`src/rtl/nou_req_pkg.sv`:
```
// Shared types for the NOU request queue: channel enum, request layouts,
// payload width and pack/unpack helpers used by the decoder and engines.
package nou_req_pkg;

    localparam int NOU_SID_WIDTH  = 8;
    localparam int NOU_REQ_NUM_CH = 5;

    typedef enum logic [2:0] {
        CH_IRR   = 3'd0,
        CH_BRR   = 3'd1,
        CH_PWRR  = 3'd2,
        CH_SPIDR = 3'd3,
        CH_SPRR  = 3'd4
    } nou_req_ch_e;

    typedef struct packed {
        logic [31:0] addr;
        logic [15:0] len;
    } irr_req_t;

    typedef struct packed {
        logic [31:0] base;
        logic [31:0] size;
        logic [31:0] flags;
    } brr_req_t;

    typedef struct packed {
        logic [31:0] addr;
        logic [31:0] wdata;
    } pwrr_req_t;

    typedef struct packed {
        logic [15:0] id;
    } spidr_req_t;

    typedef struct packed {
        logic [31:0] addr;
        logic [7:0]  len;
    } sprr_req_t;

    function automatic int max2(input int a, input int b);
        return (a > b) ? a : b;
    endfunction

    // Payload width is the widest request layout.
    localparam int NOU_REQ_DATA_W =
        max2(max2(max2($bits(irr_req_t), $bits(brr_req_t)),
                  max2($bits(pwrr_req_t), $bits(spidr_req_t))),
             $bits(sprr_req_t));

    typedef logic [NOU_REQ_DATA_W-1:0] nou_req_data_t;

    function automatic nou_req_data_t pack_irr(input irr_req_t r);
        return NOU_REQ_DATA_W'(r);
    endfunction

    function automatic irr_req_t unpack_irr(input nou_req_data_t d);
        return irr_req_t'(d[$bits(irr_req_t)-1:0]);
    endfunction

    function automatic nou_req_data_t pack_brr(input brr_req_t r);
        return NOU_REQ_DATA_W'(r);
    endfunction

    function automatic brr_req_t unpack_brr(input nou_req_data_t d);
        return brr_req_t'(d[$bits(brr_req_t)-1:0]);
    endfunction

    function automatic nou_req_data_t pack_pwrr(input pwrr_req_t r);
        return NOU_REQ_DATA_W'(r);
    endfunction

    function automatic pwrr_req_t unpack_pwrr(input nou_req_data_t d);
        return pwrr_req_t'(d[$bits(pwrr_req_t)-1:0]);
    endfunction

    function automatic nou_req_data_t pack_spidr(input spidr_req_t r);
        return NOU_REQ_DATA_W'(r);
    endfunction

    function automatic spidr_req_t unpack_spidr(input nou_req_data_t d);
        return spidr_req_t'(d[$bits(spidr_req_t)-1:0]);
    endfunction

    function automatic nou_req_data_t pack_sprr(input sprr_req_t r);
        return NOU_REQ_DATA_W'(r);
    endfunction

    function automatic sprr_req_t unpack_sprr(input nou_req_data_t d);
        return sprr_req_t'(d[$bits(sprr_req_t)-1:0]);
    endfunction

endpackage

```
`src/rtl/nou_req_queue_if.sv`:
```
// Request queue bus: per-channel valid/ready inputs, merged output stream
// and occupancy. slave = queue side, master = decoder/execution side.
interface nou_req_queue_if
    import nou_req_pkg::*;
#(
    parameter int NUM_CH = NOU_REQ_NUM_CH,
    parameter int DATA_W = NOU_REQ_DATA_W,
    parameter int SID_W  = NOU_SID_WIDTH,
    parameter int DEPTH  = 2
);
    localparam int CHW = (NUM_CH > 1) ? $clog2(NUM_CH) : 1;
    localparam int CNW = $clog2(DEPTH + 1);

    logic [NUM_CH-1:0]        in_vld;
    logic [NUM_CH-1:0]        in_rdy;
    logic [NUM_CH*SID_W-1:0]  in_sid;
    logic [NUM_CH*DATA_W-1:0] in_data;
    logic [NUM_CH-1:0]        flush;
    logic                     out_vld;
    logic                     out_rdy;
    logic [CHW-1:0]           out_ch;
    logic [SID_W-1:0]         out_sid;
    logic [DATA_W-1:0]        out_data;
    logic [NUM_CH*CNW-1:0]    cnt;

    modport slave (
        input  in_vld, in_sid, in_data, flush, out_rdy,
        output in_rdy, out_vld, out_ch, out_sid, out_data, cnt
    );

    modport master (
        output in_vld, in_sid, in_data, flush, out_rdy,
        input  in_rdy, out_vld, out_ch, out_sid, out_data, cnt
    );

endinterface

```
`src/rtl/nou_req_fifo.sv`:
```
// Single-channel request FIFO, any DEPTH >= 1 (pointers wrap explicitly).
// Ports: push/pop/flush controls, din, full/empty/count status, head entry.
module nou_req_fifo #(
    parameter int DEPTH = 2,
    parameter int WIDTH = 8
) (
    input  logic                       clk,
    input  logic                       rst,
    input  logic                       push,
    input  logic                       pop,
    input  logic                       flush,
    input  logic [WIDTH-1:0]           din,
    output logic                       full,
    output logic                       empty,
    output logic [$clog2(DEPTH+1)-1:0] count,
    output logic [WIDTH-1:0]           head
);
    localparam int CW = $clog2(DEPTH + 1);
    localparam int PW = (DEPTH > 1) ? $clog2(DEPTH) : 1;

    logic [WIDTH-1:0] mem [DEPTH];
    logic [PW-1:0]    wr_ptr;
    logic [PW-1:0]    rd_ptr;
    logic [CW-1:0]    cnt_q;
    logic             do_push;
    logic             do_pop;

    function automatic logic [PW-1:0] wrap_inc(input logic [PW-1:0] p);
        return (p == PW'(DEPTH - 1)) ? '0 : p + PW'(1);
    endfunction

    assign full  = (cnt_q == CW'(DEPTH));
    assign empty = (cnt_q == '0);
    assign count = cnt_q;
    assign head  = mem[rd_ptr];

    // No bypass: a full FIFO refuses a push even when popped this cycle.
    // Flush overrides both push and pop.
    assign do_push = push && !full && !flush;
    assign do_pop  = pop && !empty && !flush;

    always_ff @(posedge clk) begin
        if (rst || flush) begin
            wr_ptr <= '0;
            rd_ptr <= '0;
            cnt_q  <= '0;
        end else begin
            if (do_push) wr_ptr <= wrap_inc(wr_ptr);
            if (do_pop)  rd_ptr <= wrap_inc(rd_ptr);
            if (do_push && !do_pop)
                cnt_q <= cnt_q + CW'(1);
            else if (!do_push && do_pop)
                cnt_q <= cnt_q - CW'(1);
        end
    end

    always_ff @(posedge clk) begin
        if (do_push) mem[wr_ptr] <= din;
    end

endmodule

```
`src/rtl/nou_req_queue.sv`:
```
// NOU request queue: one FIFO per channel merged by a locked round-robin
// arbiter. Ports: clk, rst (sync, active-high), bus (nou_req_queue_if.slave).
module nou_req_queue
    import nou_req_pkg::*;
#(
    parameter int NUM_CH = NOU_REQ_NUM_CH,
    parameter int DATA_W = NOU_REQ_DATA_W,
    parameter int SID_W  = NOU_SID_WIDTH,
    parameter int DEPTH  = 2
) (
    input  logic            clk,
    input  logic            rst,
    nou_req_queue_if.slave  bus
);
    localparam int CHW = (NUM_CH > 1) ? $clog2(NUM_CH) : 1;
    localparam int CNW = $clog2(DEPTH + 1);
    localparam int EW  = SID_W + DATA_W;

    typedef enum logic [1:0] {
        IDLE  = 2'd0,
        OFFER = 2'd1,
        HOLD  = 2'd2
    } arb_state_e;

    arb_state_e       state, state_nxt;
    logic [CHW-1:0]   rr_ptr, rr_nxt;
    logic [CHW-1:0]   lock_ch, lock_nxt;
    logic [CHW-1:0]   pick;
    logic [CHW-1:0]   out_ch;
    logic             found;
    logic             any;
    logic             lock_vld;
    logic             fire;

    logic [NUM_CH-1:0] full;
    logic [NUM_CH-1:0] empty;
    logic [NUM_CH-1:0] push;
    logic [NUM_CH-1:0] pop;
    logic [EW-1:0]     head  [NUM_CH];
    logic [CNW-1:0]    count [NUM_CH];

    for (genvar g = 0; g < NUM_CH; g++) begin : g_ch
        assign push[g] = bus.in_vld[g] && !full[g] && !bus.flush[g];
        assign pop[g]  = fire && (out_ch == CHW'(g));

        nou_req_fifo #(
            .DEPTH (DEPTH),
            .WIDTH (EW)
        ) u_fifo (
            .clk   (clk),
            .rst   (rst),
            .push  (push[g]),
            .pop   (pop[g]),
            .flush (bus.flush[g]),
            .din   ({bus.in_sid[g*SID_W +: SID_W],
                     bus.in_data[g*DATA_W +: DATA_W]}),
            .full  (full[g]),
            .empty (empty[g]),
            .count (count[g]),
            .head  (head[g])
        );

        assign bus.in_rdy[g]             = !full[g];
        assign bus.cnt[g*CNW +: CNW]     = count[g];
    end

    // First non-empty channel at or after rr_ptr, wrapping.
    always_comb begin
        pick  = '0;
        found = 1'b0;
        for (int i = 0; i < NUM_CH; i++) begin
            if (!found && !empty[(int'(rr_ptr) + i) % NUM_CH]) begin
                found = 1'b1;
                pick  = CHW'((int'(rr_ptr) + i) % NUM_CH);
            end
        end
    end

    assign any      = !(&empty);
    assign lock_vld = (state == HOLD);
    assign out_ch   = lock_vld ? lock_ch : pick;
    assign fire     = any && bus.out_rdy;

    assign bus.out_vld = any;
    assign bus.out_ch  = out_ch;
    assign {bus.out_sid, bus.out_data} = any ? head[out_ch] : '0;

    always_comb begin
        state_nxt = state;
        lock_nxt  = lock_ch;
        rr_nxt    = rr_ptr;
        if (fire)
            rr_nxt = (out_ch == CHW'(NUM_CH - 1)) ? '0 : out_ch + CHW'(1);
        unique case (state)
            IDLE, OFFER: begin
                // A stalled offer is frozen unless that channel is flushing.
                if (any && !bus.out_rdy && !bus.flush[out_ch]) begin
                    state_nxt = HOLD;
                    lock_nxt  = out_ch;
                end else begin
                    state_nxt = any ? OFFER : IDLE;
                end
            end
            HOLD: begin
                if (fire || bus.flush[lock_ch])
                    state_nxt = any ? OFFER : IDLE;
            end
            default: state_nxt = IDLE;
        endcase
    end

    always_ff @(posedge clk) begin
        if (rst) begin
            state   <= IDLE;
            rr_ptr  <= '0;
            lock_ch <= '0;
        end else begin
            state   <= state_nxt;
            rr_ptr  <= rr_nxt;
            lock_ch <= lock_nxt;
        end
    end

endmodule

```
`src/flat_wrapper.sv`:
```
// flat-port wrapper written by rule: the top's interface ports become plain ports
module nou_req_queue_flat import nou_req_pkg::*;
#(
    parameter int NUM_CH = NOU_REQ_NUM_CH,
    parameter int DATA_W = NOU_REQ_DATA_W,
    parameter int SID_W  = NOU_SID_WIDTH,
    parameter int DEPTH  = 2
)
  (clk, rst, bus_in_vld, bus_in_sid, bus_in_data, bus_flush, bus_out_rdy, bus_in_rdy, bus_out_vld, bus_out_ch, bus_out_sid, bus_out_data, bus_cnt);
  nou_req_queue_if #(.NUM_CH(NUM_CH), .DATA_W(DATA_W), .SID_W(SID_W), .DEPTH(DEPTH)) bus_i ();
  input  logic clk;
  input  logic rst;
  input wire logic [$bits(bus_i.in_vld)-1:0] bus_in_vld;
  input wire logic [$bits(bus_i.in_sid)-1:0] bus_in_sid;
  input wire logic [$bits(bus_i.in_data)-1:0] bus_in_data;
  input wire logic [$bits(bus_i.flush)-1:0] bus_flush;
  input wire logic [$bits(bus_i.out_rdy)-1:0] bus_out_rdy;
  output wire logic [$bits(bus_i.in_rdy)-1:0] bus_in_rdy;
  output wire logic [$bits(bus_i.out_vld)-1:0] bus_out_vld;
  output wire logic [$bits(bus_i.out_ch)-1:0] bus_out_ch;
  output wire logic [$bits(bus_i.out_sid)-1:0] bus_out_sid;
  output wire logic [$bits(bus_i.out_data)-1:0] bus_out_data;
  output wire logic [$bits(bus_i.cnt)-1:0] bus_cnt;
  assign bus_i.in_vld = bus_in_vld;
  assign bus_i.in_sid = bus_in_sid;
  assign bus_i.in_data = bus_in_data;
  assign bus_i.flush = bus_flush;
  assign bus_i.out_rdy = bus_out_rdy;
  assign bus_in_rdy = bus_i.in_rdy;
  assign bus_out_vld = bus_i.out_vld;
  assign bus_out_ch = bus_i.out_ch;
  assign bus_out_sid = bus_i.out_sid;
  assign bus_out_data = bus_i.out_data;
  assign bus_cnt = bus_i.cnt;
  nou_req_queue #(.NUM_CH(NUM_CH), .DATA_W(DATA_W), .SID_W(SID_W), .DEPTH(DEPTH)) u_core (.clk(clk), .rst(rst), .bus(bus_i));
endmodule
```
`config.mk`:
```
export PLATFORM = sky130hd
export DESIGN_NAME = nou_req_queue_flat
export DESIGN_NICKNAME = d
export VERILOG_FILES = /design/src/rtl/nou_req_pkg.sv /design/src/rtl/nou_req_queue_if.sv /design/src/rtl/nou_req_fifo.sv /design/src/rtl/nou_req_queue.sv /design/src/flat_wrapper.sv
export SDC_FILE = /design/constraint.sdc
export NUM_CORES = 1
export LEC_CHECK = 0
export CORE_ASPECT_RATIO = 0.9
export CORE_UTILIZATION = 30
export CTS_BUF_LIST = sky130_fd_sc_hd__clkbuf_8
export DETAILED_ROUTE_END_ITERATION = 10
export GPL_TIMING_DRIVEN = 0
export PLACE_DENSITY_LB_ADDON = 0.15
export SYNTH_ARGS = -nofsm -noshare
export SYNTH_HDL_FRONTEND = slang
export SYNTH_SLANG_ARGS = --single-unit
```
`constraint.sdc`:
```
create_clock -name clk -period 22.7 [get_ports clk]
set_clock_uncertainty 0.1 [all_clocks]
set_input_delay 4.54 -clock clk [delete_from_list [all_inputs] [get_ports clk]]
set_output_delay 4.54 -clock clk [all_outputs]
set_load 0.05 [all_outputs]
```
== Yosys cells after proc, flatten, opt, wreduce, memory -nomap -nowiden ==
Memory sizes are Yosys's and may differ from the RTL's. A register that Yosys moved wholly into a read port is not among the register bits.
Index checks and enable logic that the tools add are counted.

* Register bits: 28
* RAM bits: 1040
* Bits of input ports: 533
* Output and inout port bits: 123
* Logic and storage cells: 260
* Memories: 5

{| class="wikitable"
|+ Memory list
! name !! words !! bits a word !! read ports !! clocked after memory_dff !! wr ports !! line !! text
|-
| u_core.g_ch[0].u_fifo.mem || 2 || 104 || 1 || 1 || 1 || nou_req_fifo.sv:21 || <nowiki>logic [WIDTH-1:0] mem [DEPTH];</nowiki>
|-
| u_core.g_ch[1].u_fifo.mem || 2 || 104 || 1 || 1 || 1 || nou_req_fifo.sv:21 ||
|-
| u_core.g_ch[2].u_fifo.mem || 2 || 104 || 1 || 1 || 1 || nou_req_fifo.sv:21 ||
|-
| u_core.g_ch[3].u_fifo.mem || 2 || 104 || 1 || 1 || 1 || nou_req_fifo.sv:21 ||
|-
| u_core.g_ch[4].u_fifo.mem || 2 || 104 || 1 || 1 || 1 || nou_req_fifo.sv:21 ||
|}

* Add/sub/neg operators: 25
* Div/mod/pow operators: 5
* Order comparisons: 8
* Eq/ne operators: 12
* Multiplexer cells: 78
* Bitwise operators: 1
* Reduce and logical (&&, ||, !) cells: 108

{| class="wikitable"
|+ Operator list
! kind !! number
|-
| 104-bit binary-select mux with 3-bit select || 1
|-
| 104-bit two-way mux || 3
|-
| 32-bit by 5-bit less-than comparator with 1-bit output, second input constant || 5
|-
| 32-bit by 4-bit modulo with 32-bit output, second input constant || 4
|-
| 1-bit logical AND || 52
|-
| 1-bit two-way mux || 47
|-
| 1-bit zero test || 35
|-
| 4-bit by 4-bit modulo with 32-bit output, second input constant || 1
|-
| 2-bit two-way mux || 12
|-
| 1-bit binary-select mux with 3-bit select || 7
|-
| 3-bit two-way mux || 7
|-
| 2-bit == test, second input constant || 6
|-
| 2-bit zero test || 6
|-
| 1-bit adder, second input constant || 10
|-
| 2-bit by 1-bit adder with 2-bit output, second input constant || 5
|-
| 2-bit nonzero test || 5
|-
| 2-bit by 1-bit subtractor with 2-bit output, second input constant || 5
|-
| 3-bit by 2-bit adder with 4-bit output, second input constant || 2
|-
| 3-bit by 4-bit less-than comparator with 1-bit output, second input constant || 2
|-
| 3-bit by 2-bit == test with 1-bit output, second input constant || 2
|-
| 1-bit logical OR || 6
|-
| 5-bit AND reduction || 1
|-
| 3-bit by 1-bit adder with 4-bit output, second input constant || 1
|-
| 3-bit by 3-bit adder with 4-bit output, second input constant || 1
|-
| 11 further kinds || 11
|}

== Longest topological paths before layout ==
Gate-level depths: netlist of run 1.

* Depth after elaboration: 25
* Mapped depth: 29
* Gate-level depth less buffers: 26

== Cells and area by module ==
From an unflattened synthesis of run 1, not the netlist that was laid out.

* Cells, all modules: 2687
* Area total of the unflattened synthesis: 46743.6 um2

{| class="wikitable"
|+ By module, submodules not included
! module !! times used !! cells each !! area an instance (um2) !! sequential area each (um2)
|-
| nou_req_fifo || 5 || 351 || 7990.2 || 6346.1
|-
| nou_req_queue || 1 || 932 || 6792.8 || 160.2
|}

== Worst setup path before layout of run 1 ==
Ideal clock, no wire load.

* Kind: register -> output
* From: reg u_core.rr_ptr[1]
* To: out bus_out_data[77]
* Arrival: 5.739 ns
* Data required time: 18.060 ns
* Setup slack: 12.321 ns
* Stages on the path, launching flop included: 27
* Buffers on the path: 5
* Cell sequence: dfxtp_1 > clkbuf_1 > inv_1 > ha_1 > buf_2 > xnor2_2 > inv_2 > ha_1 > nor2_1 > a211o_1 > and2_1 > inv_1 > ha_1 > nor2b_1 > a2111oi_0 > a211o_1 > mux2i_1 > o2bb2ai_1 > mux2i_1 > a211oi_2 > inv_2 > buf_2 > buf_2 > buf_1 > nand2_1 > a31oi_1 > o22ai_1

* Longest elaborated chain between the ends: 23
* Elaborated cells on any way between the ends: 50
* Classes of those cells: add/sub: 4; div: 5; mux: 29; bitwise: 1; reduce/logical: 11

{| class="wikitable"
|+ RTL lines
! element !! line !! text
|-
| from (decl) || nou_req_queue.sv:26 || <nowiki>logic [CHW-1:0] rr_ptr, rr_nxt;</nowiki>
|-
| from (signal assigned) || nou_req_queue.sv:119 || <nowiki>rr_ptr <= rr_nxt;</nowiki>
|-
| 3-bit by 1-bit adder with 4-bit output || nou_req_queue.sv:72, nou_req_queue.sv:74 ||
|-
| 32-bit by 4-bit modulo with 32-bit output || nou_req_queue.sv:72, nou_req_queue.sv:74 ||
|-
| 1-bit binary-select mux with 3-bit select || nou_req_queue.sv:72 || <nowiki>if (!found && !empty[(int'(rr_ptr) + i) % NUM_CH]) begin</nowiki>
|-
| 1-bit two-way mux (implied by the code) (2 in a row) || nou_req_queue.sv:72 ||
|-
| 1-bit zero test || nou_req_queue.sv:72 ||
|-
| 1-bit logical AND || nou_req_queue.sv:72 ||
|-
| 1-bit two-way mux || nou_req_queue.sv:72 ||
|-
| 1-bit zero test || nou_req_queue.sv:72 ||
|-
| [... 6 more ...] || - ||
|-
| 1-bit logical AND || nou_req_queue.sv:72 ||
|-
| 3-bit two-way mux * || nou_req_queue.sv:72 ||
|-
| 3-bit two-way mux * || nou_req_queue.sv:81 || <nowiki>assign out_ch = lock_vld ? lock_ch : pick;</nowiki>
|-
| via bus_out_ch[1] || flat_wrapper.sv:20 || <nowiki>output wire logic [$bits(bus_i.out_ch)-1:0] bus_out_ch;</nowiki>
|-
| 3-bit NOT with 4-bit output (implied by the code) * || nou_req_queue.sv:86 || <nowiki>assign {bus.out_sid, bus.out_data} = any ? head[out_ch] : '0;</nowiki>
|-
| 104-bit binary-select mux with 3-bit select * || nou_req_queue.sv:86 ||
|-
| 104-bit two-way mux (implied by the code) * (2 in a row) || nou_req_queue.sv:86 ||
|-
| 104-bit two-way mux * || nou_req_queue.sv:86 ||
|-
| to (decl) || flat_wrapper.sv:22 || <nowiki>output wire logic [$bits(bus_i.out_data)-1:0] bus_out_data;</nowiki>
|}

The timed path passes the listed nets; every way through them passes the cells marked *. The select of a mux whose other input is x is not followed.

== Final worst setup path of run 1 ==
* From: reg u_core.rr_ptr[1]
* To: out bus_out_data[13]

* Longest elaborated chain between the ends: 23
* Elaborated cells on any way between the ends: 50
* Classes of those cells: add/sub: 4; div: 5; mux: 29; bitwise: 1; reduce/logical: 11

{| class="wikitable"
|+ RTL lines
! element !! line
|-
| 3-bit by 1-bit adder with 4-bit output || nou_req_queue.sv:72, nou_req_queue.sv:74
|-
| 32-bit by 4-bit modulo with 32-bit output || nou_req_queue.sv:72, nou_req_queue.sv:74
|-
| 1-bit binary-select mux with 3-bit select || nou_req_queue.sv:72
|-
| 1-bit two-way mux (implied by the code) (2 in a row) || nou_req_queue.sv:72
|-
| 1-bit zero test || nou_req_queue.sv:72
|-
| 1-bit logical AND || nou_req_queue.sv:72
|-
| 1-bit two-way mux || nou_req_queue.sv:72
|-
| 1-bit zero test || nou_req_queue.sv:72
|-
| [... 5 more ...] || -
|-
| 1-bit zero test || nou_req_queue.sv:72
|-
| 1-bit logical AND || nou_req_queue.sv:72
|-
| 3-bit two-way mux * || nou_req_queue.sv:72
|-
| 3-bit two-way mux * || nou_req_queue.sv:81
|-
| 3-bit NOT with 4-bit output (implied by the code) * || nou_req_queue.sv:86
|-
| 104-bit binary-select mux with 3-bit select * || nou_req_queue.sv:86
|-
| 104-bit two-way mux (implied by the code) * (2 in a row) || nou_req_queue.sv:86
|-
| 104-bit two-way mux * || nou_req_queue.sv:86
|}

Mark *: on every way between the ends. The rest lies on a longest branch, timed or not. The select of a mux whose other input is x is not followed.

==> results of run 1 <==
## kinds of logic after synthesis
group | after synthesis | share of synthesized area
adder cells (fa/ha/maj) | 28 | 0.008134
AND/OR/NAND/NOR | 393 | 0.05023
XOR/XNOR | 30 | 0.006336
flip-flops | 1073 | 0.7274
multiplexers | 359 | 0.08351
AO/OA/AOI/OAI | 695 | 0.1048
buffers and inverters | 219 | 0.01955
## cell usage after synthesis (all sizes together), types with 10 or more instances
master | count | area (sq um)
edfxtp | 1040 | 31230
mux2i | 350 | 3503
a211oi | 295 | 2225
nor2b | 198 | 1239
a21oi | 195 | 979.7
clkbuf | 148 | 555.5
o22ai | 107 | 669.4
nand2 | 72 | 272.8
buf | 47 | 211.5
nor2 | 36 | 135.1
dfxtp | 33 | 660.6
a31oi | 27 | 168.9
ha | 26 | 325.3
nor3 | 25 | 135.1
inv | 24 | 90.09
o21ai | 20 | 100.1
xnor2 | 17 | 163.9
xor2 | 13 | 113.9
nand2b | 10 | 62.56
## registers in the layout, indices dropped and copies added, names as in the netlist, named ones only
signal,cells
u_core.g_ch.u_fifo.count,10
u_core.g_ch.u_fifo.mem,1040
u_core.g_ch.u_fifo.rd_ptr,5
u_core.g_ch.u_fifo.wr_ptr,5
u_core.lock_ch,3
u_core.rr_ptr,3
u_core.state,2
## area by class of cell
cell class,count,area share
multi-input cells,1505,0.1957
clock inverters,134,0.01138
inverters,24,0.001582
flip-flops and latches,1073,0.5600
well taps,1943,0.04269
clock buffers,193,0.04664
repair buffers,684,0.1275
plain buffers,195,0.01362
diodes,22,0.0009667
## worst paths after layout
kind                                        startpoint                                          end  slack [ps]  cells after the start
max                      u_core.rr_ptr[1]$_SDFFE_PP0P_                             bus_out_data[13]        8590                     27
min          u_core.g_ch[0].u_fifo.rd_ptr$_SDFFE_PP0P_    u_core.g_ch[0].u_fifo.rd_ptr$_SDFFE_PP0P_         400                      2
max reg2reg              u_core.rr_ptr[1]$_SDFFE_PP0P_  u_core.g_ch[4].u_fifo.count[1]$_SDFFE_PP0P_       15360                     25
min reg2reg  u_core.g_ch[0].u_fifo.rd_ptr$_SDFFE_PP0P_    u_core.g_ch[0].u_fifo.rd_ptr$_SDFFE_PP0P_         400                      2
## routing by layer
layer | global-route usage | wire [um] | vias up
li1 | - | - | 12890
met1 | 0.2566 | 64720 | 13960
met2 | 0.3283 | 72670 | 932
met3 | 0.07435 | 12740 | 300
met4 | 0.06959 | 4104 | 106
met5 | 0 | 697 | -
## worst max-delay path, stage by stage, from the launching register on
cell             delay [ps]
dfxtp_1                 510
clkbuf_1                430
inv_1                   340
ha_1                    270
buf_2                   190
xnor2_2                 210
inv_2                   110
ha_1                    220
nor2_1                  180
a211o_1                 200
and2_1                  180
inv_1                    70
ha_1                    200
nor2b_1                 150
a2111oi_0               370
a211o_1                 280
mux2i_1                 260
o2bb2ai_1               240
mux2i_1                 260
a211oi_2                140
inv_2                    90
buf_2                   440
buf_2                   630
clkbuf_1                790
a211oi_1                370
a31oi_1                 510
o22ai_1                 150
clkdlybuf4s50_1         740
## metrics by stage
stage	area, sq um	hold WS, ps	util
global route	56940	422.7	0.3940
finish	56950	396.2	0.3941
detailed placement	53590	391.3	0.3708
floorplan	43840	353.5	-
global placement	52790	373.3	0.3653
CTS	56890	399.9	0.3937
==> metrics.cfg, run 1 <==
[cells_and_area]
seqCellArea_sq_um = 31890
final_common_cell = edfxtp_1
syn2layout_area_growth_pct = 29.90
drive_gt1_frac = 0.08587
final_cell_mix = 1040 x edfxtp_1, 651 x clkdlybuf4s50_1, 350 x mux2i_1, 293 x a211oi_1, 194 x a21oi_1
num-fill-cells = 13740
fin_nets = 4229
multiInputGateArea_sq_um = 11140
fin_cells = 5773

[floorplanning]
core_area_sq_um = 144500
core.rowCount = 132
start_util = 0.3034
die_height_um = 364.7
chipWidth_um = 405.0
io_pins = 656
die-area_sq_um = 147700

[clocking]
clock_latency_ps = 880
cts-buffers-inserted = 186
cts_max_level = 4
clkTransAtPathRegs_ps = 60
cts_buffer_depth = 3
clock_sinks = 1073
cts_root_buf = clkbuf_8
post_cts_resized = 0
cts_tree = built
hold_buffers = 0
postCtsSetupBuffers = 0

[placement]
gp_congestion = 0.8040
hpwlAfterDp_mm = 112.8
io_buffers = 651
place_ws_ps = 9349
dp_cells = 5424

[yosys]
synth_seq_area_share = 0.7274
synth.distinct_cells = 74
synth_edf_count = 1040
async_reset_ff_frac = 0
postSynthCellCount = 2797
yosysWarnings = 0
syn_area_sq_um = 43840
synthFlopType = edfxtp_1
avgSynthCellArea_sq_um = 15.67
ys_seq_elements = 1073
syn_nets = 3357

[global_routing]
grt_pass1_wl_mm = 211.9
grt_max_degree = 53
antenna_found_initial = 84
overflow = 0
grt.total_usage = 0.2054
grt_pass1_vias = 28390

[timing]
fin_crit_sh = 0.6216
fmax_mhz = 70.87
finalCriticalPeriod_ps = 14110
setup_viol_count_final = 0
tns_ps = 0
max_slew_margin = 0.1828
tightest_slew_ps = 1226
rsz0062_at_grt = false
finalHoldViolations = 0
setup_ws_ps = 8589
finalMaxSlewViolations = 0

[setup_path]
cp_max_fo = 10
worstSetupStartpointType = flip-flop
cp.arrival_ps = 9470
worstPathRequired_ps = 18060
cp-end-kind = primary output
criticalPathCategory = flip-flop to primary output

[drt]
viasPerCell = 4.883
ant_nets = 0
drc = 0
drt_wl_total_mm = 154.9
via_count = 28190
first_pass_iters = 7
routedWlPerCell_um = 26.84
first_iter_violations = 1850

[worst_hold_path]
worstHoldPathType = flip-flop to flip-flop

[job]
maxCapViolations = 0

[status]
status = completed

Power of run 1 is not shown: default switching activity piles up to over one toggle a cycle in this logic, so the estimate is an artifact.
==> run 2, diff against run 1 <==
==> constraint.sdc (replaced) <==
create_clock -name clk -period 12.4 [get_ports clk]
set_clock_uncertainty 0.1 [all_clocks]
set_input_delay 2.48 -clock clk [delete_from_list [all_inputs] [get_ports clk]]
set_output_delay 2.48 -clock clk [all_outputs]
set_load 0.05 [all_outputs]
==> run 2 against run 1 <==
Against the previous run:
- first-iteration DRC count is 0.76% lower
- design area hardly changed
- sequential share of layout area hardly changed
- largest cell class unchanged
- flip-flop and latch count stayed put
- worst setup slack worse by 8000 ps
- critical path depth stayed put
- highest routed layer unchanged
- utilization hardly changed
- register-to-register slack worse by 10000 ps
- final cell count hardly changed
- clock-buffer cell count stayed put
==> metrics.cfg, run 2 (synthesized netlist as in run 1, its figures left out) <==
[status]
status = completed

[floorplanning]
core_area_sq_um = 144500
io_pins = 656
die-area_sq_um = 147700
core.rowCount = 132
start_util = 0.3034
chipWidth_um = 405.0
die_height_um = 364.7

[worst_hold_path]
worstHoldPathType = flip-flop to flip-flop

[timing]
fmax_mhz = 84.42
finalHoldViolations = 0
fin_crit_sh = 0.9553
tns_ps = 0
tightest_slew_ps = 1239
finalCriticalPeriod_ps = 11850
max_slew_margin = 0.1740
finalMaxSlewViolations = 0
rsz0062_at_grt = true
setup_viol_count_final = 0

[drt]
viasPerCell = 4.885
routedWlPerCell_um = 26.82
route.met2.wl_mm = 72.76
wl_met3_mm = 12.60
first_iter_violations = 1836
via_count = 28210
topRoutingLayerUsed = met5
drc = 0
first_pass_iters = 5
ant_nets = 0
drt_wl_total_mm = 154.9
drt-met1-wl_mm = 64.76

[cells_and_area]
largest-register = u_core.g_ch.u_fifo.mem
largest_register_ffs = 1040
final_common_cell = edfxtp_1
drive_gt1_frac = 0.08666
fin_nets = 4229
syn2layout_area_growth_pct = 29.94
final_cell_mix = 1040 x edfxtp_1, 651 x clkdlybuf4s50_1, 350 x mux2i_1, 291 x a211oi_1, 194 x a21oi_1

[setup_path]
cp.arrival_ps = 9270
cp_max_fo = 10
worstPathRequired_ps = 9820
criticalPathCategory = flip-flop to primary output
max_stage_delay_ps = 750
critical_path.top_delay_family = buffers and inverters
cp-end-kind = primary output
cp_num_buf_inv = 10
worstSetupStartpointType = flip-flop
crit_path_top_delay_cell = clkdlybuf4s50_1

[job]
maxCapViolations = 0

[placement]
hpwlAfterDp_mm = 112.8
gp_congestion = 0.8040
io_buffers = 651

[clocking]
cts_tree = built
cts-buffers-inserted = 186
cts_max_level = 4
clock_latency_ps = 880
postCtsSetupBuffers = 0
cts_root_buf = clkbuf_8
clock_sinks = 1073
cts_buffer_depth = 3
clkTransAtPathRegs_ps = 60

[global_routing]
grt_max_degree = 53
grt_pass1_vias = 28390
antenna_found_initial = 84
grt_pass1_wl_mm = 211.9
grt.total_usage = 0.2054
overflow = 0

[run 2: routing by layer]
layer,track usage,up-vias
li1,-,12890
met5,0,-
met4,0.06959,106
met1,0.2566,14000
met2,0.3283,914
met3,0.07435,302
[run 2: timing repair]
action,CTS,global route
setup endpoints to repair,0,14
resized for setup,0,6
hold buffers,0,0
[run 2: final cells by class]
cell class	instances	area (sq um)
clock inverters	134	648.1
clock buffers	193	2656
plain buffers	195	777.0
fillers	13740	87550
flip-flops and latches	1073	31890
repair buffers	684	7259
well taps	1943	2431
inverters	24	90.09
multi-input cells	1505	11150
diodes	25	62.56
[run 2: worst paths after layout]
kind                                                           startpoint                                           to  slack (ps)  cells after the start
worst min-delay path            u_core.g_ch[0].u_fifo.rd_ptr$_SDFFE_PP0P_    u_core.g_ch[0].u_fifo.rd_ptr$_SDFFE_PP0P_         400                      2
worst max register to register              u_core.rr_ptr[1]$_SDFFE_PP0P_  u_core.g_ch[4].u_fifo.count[1]$_SDFFE_PP0P_        5050                     25
worst max-delay path                        u_core.rr_ptr[1]$_SDFFE_PP0P_                             bus_out_data[84]         550                     27
worst min register to register  u_core.g_ch[0].u_fifo.rd_ptr$_SDFFE_PP0P_    u_core.g_ch[0].u_fifo.rd_ptr$_SDFFE_PP0P_         400                      2
[run 2: worst reg2reg max path: stages (launching register included)]
cell and delay [ps]:
dfxtp_1 520, clkbuf_1 430, inv_1 340, ha_1 270, buf_2 190, xnor2_2 210, inv_2 110, ha_1 220
nor2_1 190, a211o_1 200, and2_1 180, inv_1 70, ha_1 200, nor2b_1 150, a2111oi_0 370, a211o_1 280
mux2i_1 260, o2bb2ai_1 240, mux2i_1 150, a211oi_2 400, clkbuf_1 580, nand2_2 230, or4_1 550, ha_1 340
or3_1 350, a21oi_1 130
[run 2: stage by stage]
stage	util	hold slack, ps	cell area, sq um	setup slack, ps	cells
2_1_floorplan	-	353.5	43840	4081	2797
3_3_place_gp	0.3653	373.3	52790	-1505	5391
3_5_place_dp	0.3708	391.3	53590	1109	5424
4_1_cts	0.3937	399.9	56890	91.26	5751
5_1_grt	0.3941	422.7	56950	-215.8	5768
6_report	0.3942	396.6	56970	554.3	5776
Power of run 2 is left out for the same reason.
